**src/rtl/run_controller_pkg.sv**
```systemverilog
// Shared types and helpers for the start/ack run sequencer.
package run_controller_pkg;

    typedef enum logic [2:0] {
        IDLE   = 3'd0,
        ARMED  = 3'd1,
        LOAD   = 3'd2,
        RUN    = 3'd3,
        FINISH = 3'd4
    } run_state_t;

    // Instruction word substituted into the core whenever it is not running.
    localparam logic [8:0] NOP_INSTR = 9'b100000000;

    // Width of the program select field; at least one bit even for a single program.
    function automatic int sel_w(input int num_progs);
        return (num_progs <= 1) ? 1 : $clog2(num_progs);
    endfunction

endpackage

```
**src/rtl/run_controller_if.sv**
```systemverilog
// Handshake bundle between the testbench/top level (master) and the run sequencer (slave).
interface run_controller_if #(
    parameter int SEL_W = 2,
    parameter int PC_W  = 32,
    parameter int CNT_W = 16
);
    logic             start;
    logic [SEL_W-1:0] prog_sel;
    logic             done_i;
    logic             run_o;
    logic             pc_load;
    logic [PC_W-1:0]  pc_load_val;
    logic             ack;
    logic             timeout;
    logic [CNT_W-1:0] cycle_count;

    modport master (
        output start, prog_sel, done_i,
        input  run_o, pc_load, pc_load_val, ack, timeout, cycle_count
    );

    modport slave (
        input  start, prog_sel, done_i,
        output run_o, pc_load, pc_load_val, ack, timeout, cycle_count
    );
endinterface

```
**src/rtl/run_controller_sat_counter.sv**
```systemverilog
// Saturating up-counter with synchronous clear; clear has priority over enable.
module sat_counter #(
    parameter int W = 16
) (
    input  logic         clk,
    input  logic         reset,
    input  logic         clr,
    input  logic         en,
    output logic [W-1:0] q
);
    // Count up while enabled, sticking at all-ones.
    always_ff @(posedge clk or posedge reset) begin
        if (reset) begin
            q <= '0;
        end else if (clr) begin
            q <= '0;
        end else if (en && (q != '1)) begin
            q <= q + 1'b1;
        end
    end
endmodule

```
**src/rtl/run_controller.sv**
```systemverilog
// Run sequencer: arms on start, launches on start's falling edge at a selected
// entry PC, gates the core while idle, counts run cycles and finishes on done or timeout.
module run_controller
    import run_controller_pkg::*;
#(
    parameter int CNT_W     = 16,
    parameter int TIMEOUT   = 4096,
    parameter int NUM_PROGS = 4,
    parameter int PC_W      = 32,
    parameter logic [NUM_PROGS-1:0][PC_W-1:0] ENTRY_PC = '0
) (
    input  logic         clk,
    input  logic         reset,
    run_controller_if.slave bus
);
    localparam int SEL_W = sel_w(NUM_PROGS);
    localparam bit TO_EN = (TIMEOUT != 0);
    // Count value seen in the last permitted RUN cycle before a forced finish.
    localparam logic [CNT_W-1:0] TO_LAST = CNT_W'(TIMEOUT - 1);

    if (longint'(TIMEOUT) > (longint'(1) << CNT_W)) begin : g_cnt_too_small
        $error("run_controller: CNT_W=%0d cannot reach TIMEOUT=%0d", CNT_W, TIMEOUT);
    end

    run_state_t       state;
    logic [SEL_W-1:0] sel_q;
    logic [SEL_W-1:0] sel_clamped;
    logic             cnt_clr;
    logic             cnt_en;
    logic [CNT_W-1:0] cnt_q;
    logic             run_q;
    logic             pc_load_q;
    logic             ack_q;
    logic             timeout_q;

    // Out-of-range program indices fall back to entry point 0.
    always_comb begin
        sel_clamped = bus.prog_sel;
        if (int'(bus.prog_sel) >= NUM_PROGS) begin
            sel_clamped = '0;
        end
    end

    // Counter restarts whenever the sequencer arms, and runs only in RUN.
    assign cnt_clr = ((state == IDLE) || (state == FINISH)) && bus.start;
    assign cnt_en  = (state == RUN);

    sat_counter #(.W(CNT_W)) u_cycle_cnt (
        .clk   (clk),
        .reset (reset),
        .clr   (cnt_clr),
        .en    (cnt_en),
        .q     (cnt_q)
    );

    // Sequencer FSM with registered Moore outputs.
    always_ff @(posedge clk or posedge reset) begin
        if (reset) begin
            state     <= IDLE;
            sel_q     <= '0;
            run_q     <= 1'b0;
            pc_load_q <= 1'b0;
            ack_q     <= 1'b0;
            timeout_q <= 1'b0;
        end else begin
            pc_load_q <= 1'b0;
            case (state)
                IDLE: begin
                    if (bus.start) begin
                        state <= ARMED;
                        sel_q <= sel_clamped;
                    end
                end
                ARMED: begin
                    if (!bus.start) begin
                        state     <= LOAD;
                        pc_load_q <= 1'b1;
                    end
                end
                LOAD: begin
                    state <= RUN;
                    run_q <= 1'b1;
                end
                RUN: begin
                    // done takes precedence over a coincident timeout
                    if (bus.done_i) begin
                        state     <= FINISH;
                        run_q     <= 1'b0;
                        ack_q     <= 1'b1;
                        timeout_q <= 1'b0;
                    end else if (TO_EN && (cnt_q == TO_LAST)) begin
                        state     <= FINISH;
                        run_q     <= 1'b0;
                        ack_q     <= 1'b1;
                        timeout_q <= 1'b1;
                    end
                end
                FINISH: begin
                    if (bus.start) begin
                        state     <= ARMED;
                        sel_q     <= sel_clamped;
                        ack_q     <= 1'b0;
                        timeout_q <= 1'b0;
                    end
                end
                default: begin
                    state     <= IDLE;
                    run_q     <= 1'b0;
                    ack_q     <= 1'b0;
                    timeout_q <= 1'b0;
                end
            endcase
        end
    end

    assign bus.run_o       = run_q;
    assign bus.pc_load     = pc_load_q;
    assign bus.pc_load_val = ENTRY_PC[sel_q];
    assign bus.ack         = ack_q;
    assign bus.timeout     = timeout_q;
    assign bus.cycle_count = cnt_q;
endmodule

```
**src/flat_wrapper.sv**
```systemverilog
// flat-port wrapper written by rule: the top's interface ports become plain ports
module run_controller_flat import run_controller_pkg::*;
#(
    parameter int CNT_W     = 16,
    parameter int TIMEOUT   = 4096,
    parameter int NUM_PROGS = 4,
    parameter int PC_W      = 32,
    parameter logic [NUM_PROGS-1:0][PC_W-1:0] ENTRY_PC = '0
)
  (clk, reset, bus_start, bus_prog_sel, bus_done_i, bus_run_o, bus_pc_load, bus_pc_load_val, bus_ack, bus_timeout, bus_cycle_count);
  run_controller_if #(.SEL_W((sel_w(NUM_PROGS))), .PC_W(PC_W), .CNT_W(CNT_W)) bus_i ();
  input  logic clk;
  input  logic reset;
  input wire logic [$bits(bus_i.start)-1:0] bus_start;
  input wire logic [$bits(bus_i.prog_sel)-1:0] bus_prog_sel;
  input wire logic [$bits(bus_i.done_i)-1:0] bus_done_i;
  output wire logic [$bits(bus_i.run_o)-1:0] bus_run_o;
  output wire logic [$bits(bus_i.pc_load)-1:0] bus_pc_load;
  output wire logic [$bits(bus_i.pc_load_val)-1:0] bus_pc_load_val;
  output wire logic [$bits(bus_i.ack)-1:0] bus_ack;
  output wire logic [$bits(bus_i.timeout)-1:0] bus_timeout;
  output wire logic [$bits(bus_i.cycle_count)-1:0] bus_cycle_count;
  assign bus_i.start = bus_start;
  assign bus_i.prog_sel = bus_prog_sel;
  assign bus_i.done_i = bus_done_i;
  assign bus_run_o = bus_i.run_o;
  assign bus_pc_load = bus_i.pc_load;
  assign bus_pc_load_val = bus_i.pc_load_val;
  assign bus_ack = bus_i.ack;
  assign bus_timeout = bus_i.timeout;
  assign bus_cycle_count = bus_i.cycle_count;
  run_controller #(.CNT_W(CNT_W), .TIMEOUT(TIMEOUT), .NUM_PROGS(NUM_PROGS), .PC_W(PC_W), .ENTRY_PC(ENTRY_PC)) u_core (.clk(clk), .reset(reset), .bus(bus_i));
endmodule
```
**config.mk**
```make
export PLATFORM = sky130hd
export DESIGN_NAME = run_controller_flat
export DESIGN_NICKNAME = d
export VERILOG_FILES = /design/src/rtl/run_controller_pkg.sv /design/src/rtl/run_controller_if.sv /design/src/rtl/run_controller_sat_counter.sv /design/src/rtl/run_controller.sv /design/src/flat_wrapper.sv
export SDC_FILE = /design/constraint.sdc
export NUM_CORES = 1
export LEC_CHECK = 0
export CAP_MARGIN = 20
export CORE_ASPECT_RATIO = 0.75
export CORE_MARGIN = 3
export CORE_UTILIZATION = 30
export DETAILED_ROUTE_END_ITERATION = 16
export GPL_ROUTABILITY_DRIVEN = 0
export SYNTH_ARGS = -nofsm -noshare
export SYNTH_HDL_FRONTEND = slang
export SYNTH_SLANG_ARGS = --single-unit
```
**constraint.sdc**
```tcl
create_clock -name clk -period 1.9 [get_ports clk]
set_input_delay 0.38 -clock clk [delete_from_list [all_inputs] [get_ports clk]]
set_output_delay 0.38 -clock clk [all_outputs]
set_load 0.02 [all_outputs]
```
* Word level (Yosys, flattened, before mapping)
Index checks and enable logic that the tools add are counted.
** Word-level totals
- Flip-flop bits (word level) :: 25
- Word-level logic and storage cells :: 53
- Input bits :: 6
** Operators by class
- Muxes and demuxes :: 20
- Bitwise operators :: 2
- Equal/unequal tests :: 10
- $add $sub $neg :: 1
- Reductions and logical operators :: 12
- Order comparisons :: 1
** Operators by type and width (count)
- 32-bit binary-select mux with 2-bit select :: 1
- 16-bit two-way mux :: 2
- 32-bit two-way mux :: 1
- 16-bit by 1-bit adder with 16-bit output, second input constant :: 1
- 16-bit by 12-bit == test with 1-bit output, second input constant :: 1
- 16-bit != test, second input constant :: 1
- 3-bit two-way mux :: 4
- 3-bit case mux with 4 select lines :: 1
- 1-bit case mux with 3 select lines :: 3
- 1-bit two-way mux :: 8
- 3-bit by 2-bit == test with 1-bit output, second input constant :: 2
- 3-bit AND reduction :: 2
- 3-bit OR reduction :: 2
- 2-bit != test, second input constant :: 2
- 2-bit AND reduction :: 2
- 3-bit by 1-bit == test with 1-bit output, second input constant :: 1
- 3-bit == test, second input constant :: 1
- 3-bit logical NOT :: 1
- 2-bit by 3-bit < comparator with 1-bit output, second input constant :: 1
- 3-bit by 2-bit != test with 1-bit output, second input constant :: 1
- 1-bit logical AND :: 2
- 2-bit by 1-bit != test with 1-bit output, second input constant :: 1
- 1-bit NOT :: 2
- 2-bit nonzero test :: 1
- 2 further kinds :: 2

* Logic depth before layout (Yosys ltp)
- Word-level depth :: 4
- Gate-level depth with buffers :: 6
- Mapped depth without buffers :: 5

* Hierarchy
Synthesis repeated with hierarchy kept, for this count alone.
** Second synthesis, totals
- Cell total of the unflattened synthesis :: 174
- Area, all modules :: 1579.0 µm²
** Modules (own cells, without submodules)
- sat_counter :: area each 932.1 µm², cells an instance 101, instances 1, seq. area each 400.4 µm²
- run_controller :: area each 646.9 µm², cells an instance 73, instances 1, seq. area each 175.2 µm²

* Worst setup path after synthesis
Ideal clock, no wire load.
- Kind :: register to register
- Start :: register u_core.u_cycle_cnt.q[0]
- End :: register u_core.u_cycle_cnt.q[12]
- Buffers on the path :: 1
- Setup time :: 0.126 ns
- Path slack :: 0.049 ns
- Stages on the path, launching flop included :: 7
- Clock period less this slack :: 1.851 ns
- Data arrival time :: 1.725 ns
- Cells stage by stage :: dfrtp_1 ha_1 and4_1 and3_4 buf_6 a21o_1 a221o_1
** Between the ends
- Cells in the longest elaborated chain, start to end :: 3
- Elaborated cells between the ends (all ways) :: 6
** RTL lines
- start, declared :: line run_controller_sat_counter.sv:9 : output logic [W-1:0] q
- start signal, assigned :: line run_controller_sat_counter.sv:18 : q <= q + 1'b1;
- 16-bit by 1-bit adder with 16-bit output / 16-bit != test (equally long branches) :: line run_controller_sat_counter.sv:18, run_controller_sat_counter.sv:17
- 16-bit two-way mux / 1-bit logical AND (equally long branches) :: line run_controller_sat_counter.sv:17 : end else if (en && (q != '1)) begin
- 16-bit two-way mux / 2-bit nonzero test (equally long branches)
Parallel ways exist; a longest one is shown, timed or not. The select of a mux whose other input is x is not followed.
A chain may end at the register's enable or synchronous reset.

* Worst setup path in the final report
Ends and elaborated chain as after synthesis.

==> qor.txt <==
status -> finished clean
chip width -> 91.3 um
Yosys top cell by area -> dfrtp_1
CP Capture Type -> register
CTS tree -> yes
share of layout cells above drive strength 1 -> 0.121
R2R cell count -> 5
core area -> 5060 sq um
DR WL/cell -> 13.4 um
setup violators final -> 0
compound-cell area share of the yosys netlist -> 0.174
Synth Area in Simple Gates -> 0.225
largest family of logic cells by synthesized area -> simple AND/OR/NAND/NOR gates
first-pass GRT wire length -> 6180 um
crit path kind -> register to register
total global-route track usage -> 0.119
largest net degree at the start of global routing -> 24
FFs w/ async S/R, synth -> 1.00
Boundary Pins -> 58
Final #Nets -> 223
NetSw -> 0.947 mW
R2R setup slack -> 80 ps
DRT Pass-1 Iters -> 4
row count -> 22
Yosys warning count -> 0
post-synthesis sequential area ratio -> 0.352
post-route minimum period -> 1820 ps
Area Overhead vs Synth -> 18.4%
final hold violations -> 0
internal power -> 1.23 mW
Worst-Skew Late Latency -> 270 ps
Synth Flop Type -> dfrtp_1
R2R Path Start -> u_core.u_cycle_cnt.q[0]
total number of vias -> 1416
Max VDD drop -> 0.247 mV
hold bufs inserted after CTS -> 0
multiplexer share of the synthesized area -> 0.0306
sw frac -> 0.436
#FFs+latches synth -> 23
Comb pwr share -> 0.497
final period utilization -> 0.958
max frequency -> 549 MHz
WHS -> 439 ps
share of power burned in registers -> 0.357
Via-to-Cell Ratio -> 4.93
Root Driver -> clkbuf_8
DRC -> 0
CP startpoint kind -> register
port buffer count -> 23
Die H -> 69.9 um
initial antenna violation count -> 0
Max-Cap Viols -> 0
top cell type's share of synthesized area -> 0.352
crit-path max FO -> 7
Sink Count -> 23
Initial Util -> 0.323
CP required -> 2060 ps
clock tree buffer depth -> 2
commonest non-fill, non-tap cells in the layout -> conb_1 (32), clkdlybuf4s50_1 (23), dfrtp_1 (22), buf_4 (14), nand2_1 (11)
Post-Synth Adder-Cell Area -> 0.00765
dpl hpwl -> 2900 um
syn avg cell area -> 8.94 sq um
Max Slew Vio Count -> 0
pwr/cell area -> 1120 nW/um^2
RR Endpoint -> u_core.u_cycle_cnt.q[12]
Critical Path AT -> 1980 ps
drt initial violations -> 123
top cells by area, synth -> dfrtp_1 (35%), buf_4 (15%), o211ai_1 (3.2%)
HP Class -> primary input to asynchronous set/reset pin
htree depth -> 1
Post-DRT Antenna Nets -> 0
Mapped Area -> 1640 sq um
RSZ-0062 raised after global routing -> no
Synth Instances -> 183
Reg clk slew, reported paths -> 90 ps
dpl cell area -> 1870 sq um
vias in the first global route -> 1213
most common cell after layout, fill and taps aside -> conb_1
total CTS buffers -> 3
Leakage -> 0.862 nW
clk_skew -> 2.32 ps
aggregate routed wire length -> 3840 um
global route overflow -> 0
Post-synth EDFFs -> 0
Synth Area in XOR/XNOR -> 0.00536
Ant. Diodes -> 0
final instance area -> 1940 sq um
Clock power frac -> 0.146
Die ar. -> 6380 sq um
Yosys cell types -> 48
[Yosys cell counts, types with 4 or more instances]
cell type	count
nand2_1	11
a21oi_1	7
nand4_1	4
inv_1	9
mux2i_1	5
nor2_1	8
dfrtp_1	23
o21ai_0	7
o211ai_1	7
nand3_1	8
and3_1	5
buf_4	32
nor3_1	5
[per-stage QoR]
step | std cells | utilization | power, mW | setup TNS [ps] | setup slack (ps)
2_1_floorplan | 214 | - | 1.44 | 0 | 48.8
3_3_place_gp | 282 | 0.370 | 1.84 | -1420 | -158
4_1_cts | 286 | 0.379 | 2.18 | 0 | 57.8
5_1_grt | 287 | 0.382 | 2.34 | 0 | 14.1
3_5_place_dp | 282 | 0.370 | 1.86 | -1980 | -224
6_report | 287 | 0.382 | 2.17 | 0 | 79.6
[metal layers]
layer / GRT usage / wire length, um
met5: 0 / 0
met2: 0.166 / 1620
met3: 0.0280 / 253
met1: 0.184 / 1940
met4: 0.0201 / 28
[registers in the layout, indices dropped and copies added, names as in the netlist]
name and flops:
u_core.bus.ack 1, u_core.bus.pc_load 1, u_core.bus.run_o 1, u_core.state 3, u_core.bus.timeout 1, u_core.u_cycle_cnt.q 16
[cell families (layout without fill, tap and decap cells)]
logic type / count (synthesis) / after routing
compound gates: 40 / 40
buf+inv: 49 / 50
xor+xnor: 1 / 1
fa+ha+maj: 1 / 1
mux: 5 / 5
flops: 23 / 23
other cells: 1 / 32
simple gates: 63 / 63
[area by class of cell]
type,count,area [sq um]
Tap cell,72,90.1
Sequential cell,23,577
Timing Repair Buffer,37,335
Multi-Input combinational cell,142,855
Fill cell,547,3130
Clock buffer,4,45.0
Inverter,9,33.8
[power by group through the flow]
stage                     clock (mW)  sequential [mW]  combinational, mW
after detailed placement           0            0.777               1.08
final                          0.318            0.775               1.08
after global routing           0.352            0.805               1.18
after floorplan                    0            0.856              0.588
after global placement             0            0.780               1.06
after CTS                      0.329            0.770               1.08
[repair_timing]
action	in CTS	in global routing
gates cloned	0	0
gates resized for setup	1	4
buffers inserted	0	1
setup endpoints to repair	1	13
pin swaps	0	1
[worst max path at each step]
| stage | startpoint | to | slack (ps) | cells after the start |
|---|---|---|---|---|
| 6_report | u_core.u_cycle_cnt.q[0] | u_core.u_cycle_cnt.q[12] | 80 | 5 |
| 5_1_grt | u_core.u_cycle_cnt.q[0] | u_core.u_cycle_cnt.q[9] | 10 | 5 |
| 4_1_cts | bus_start | u_core.u_cycle_cnt.q[15] | 60 | 5 |
| 3_5_place_dp | bus_start | u_core.u_cycle_cnt.q[15] | -220 | 5 |
| 3_3_place_gp | bus_start | u_core.u_cycle_cnt.q[14] | -160 | 5 |
| 2_1_floorplan | u_core.u_cycle_cnt.q[0] | u_core.u_cycle_cnt.q[12] | 50 | 6 |
[critical path, cell delays in order, from the launching register on]
cell	delay (ps)
dfrtp_1	390
ha_1	250
and4_2	290
and3_4	210
a21o_1	250
a221o_1	320
(Power assumes the default switching activity.)
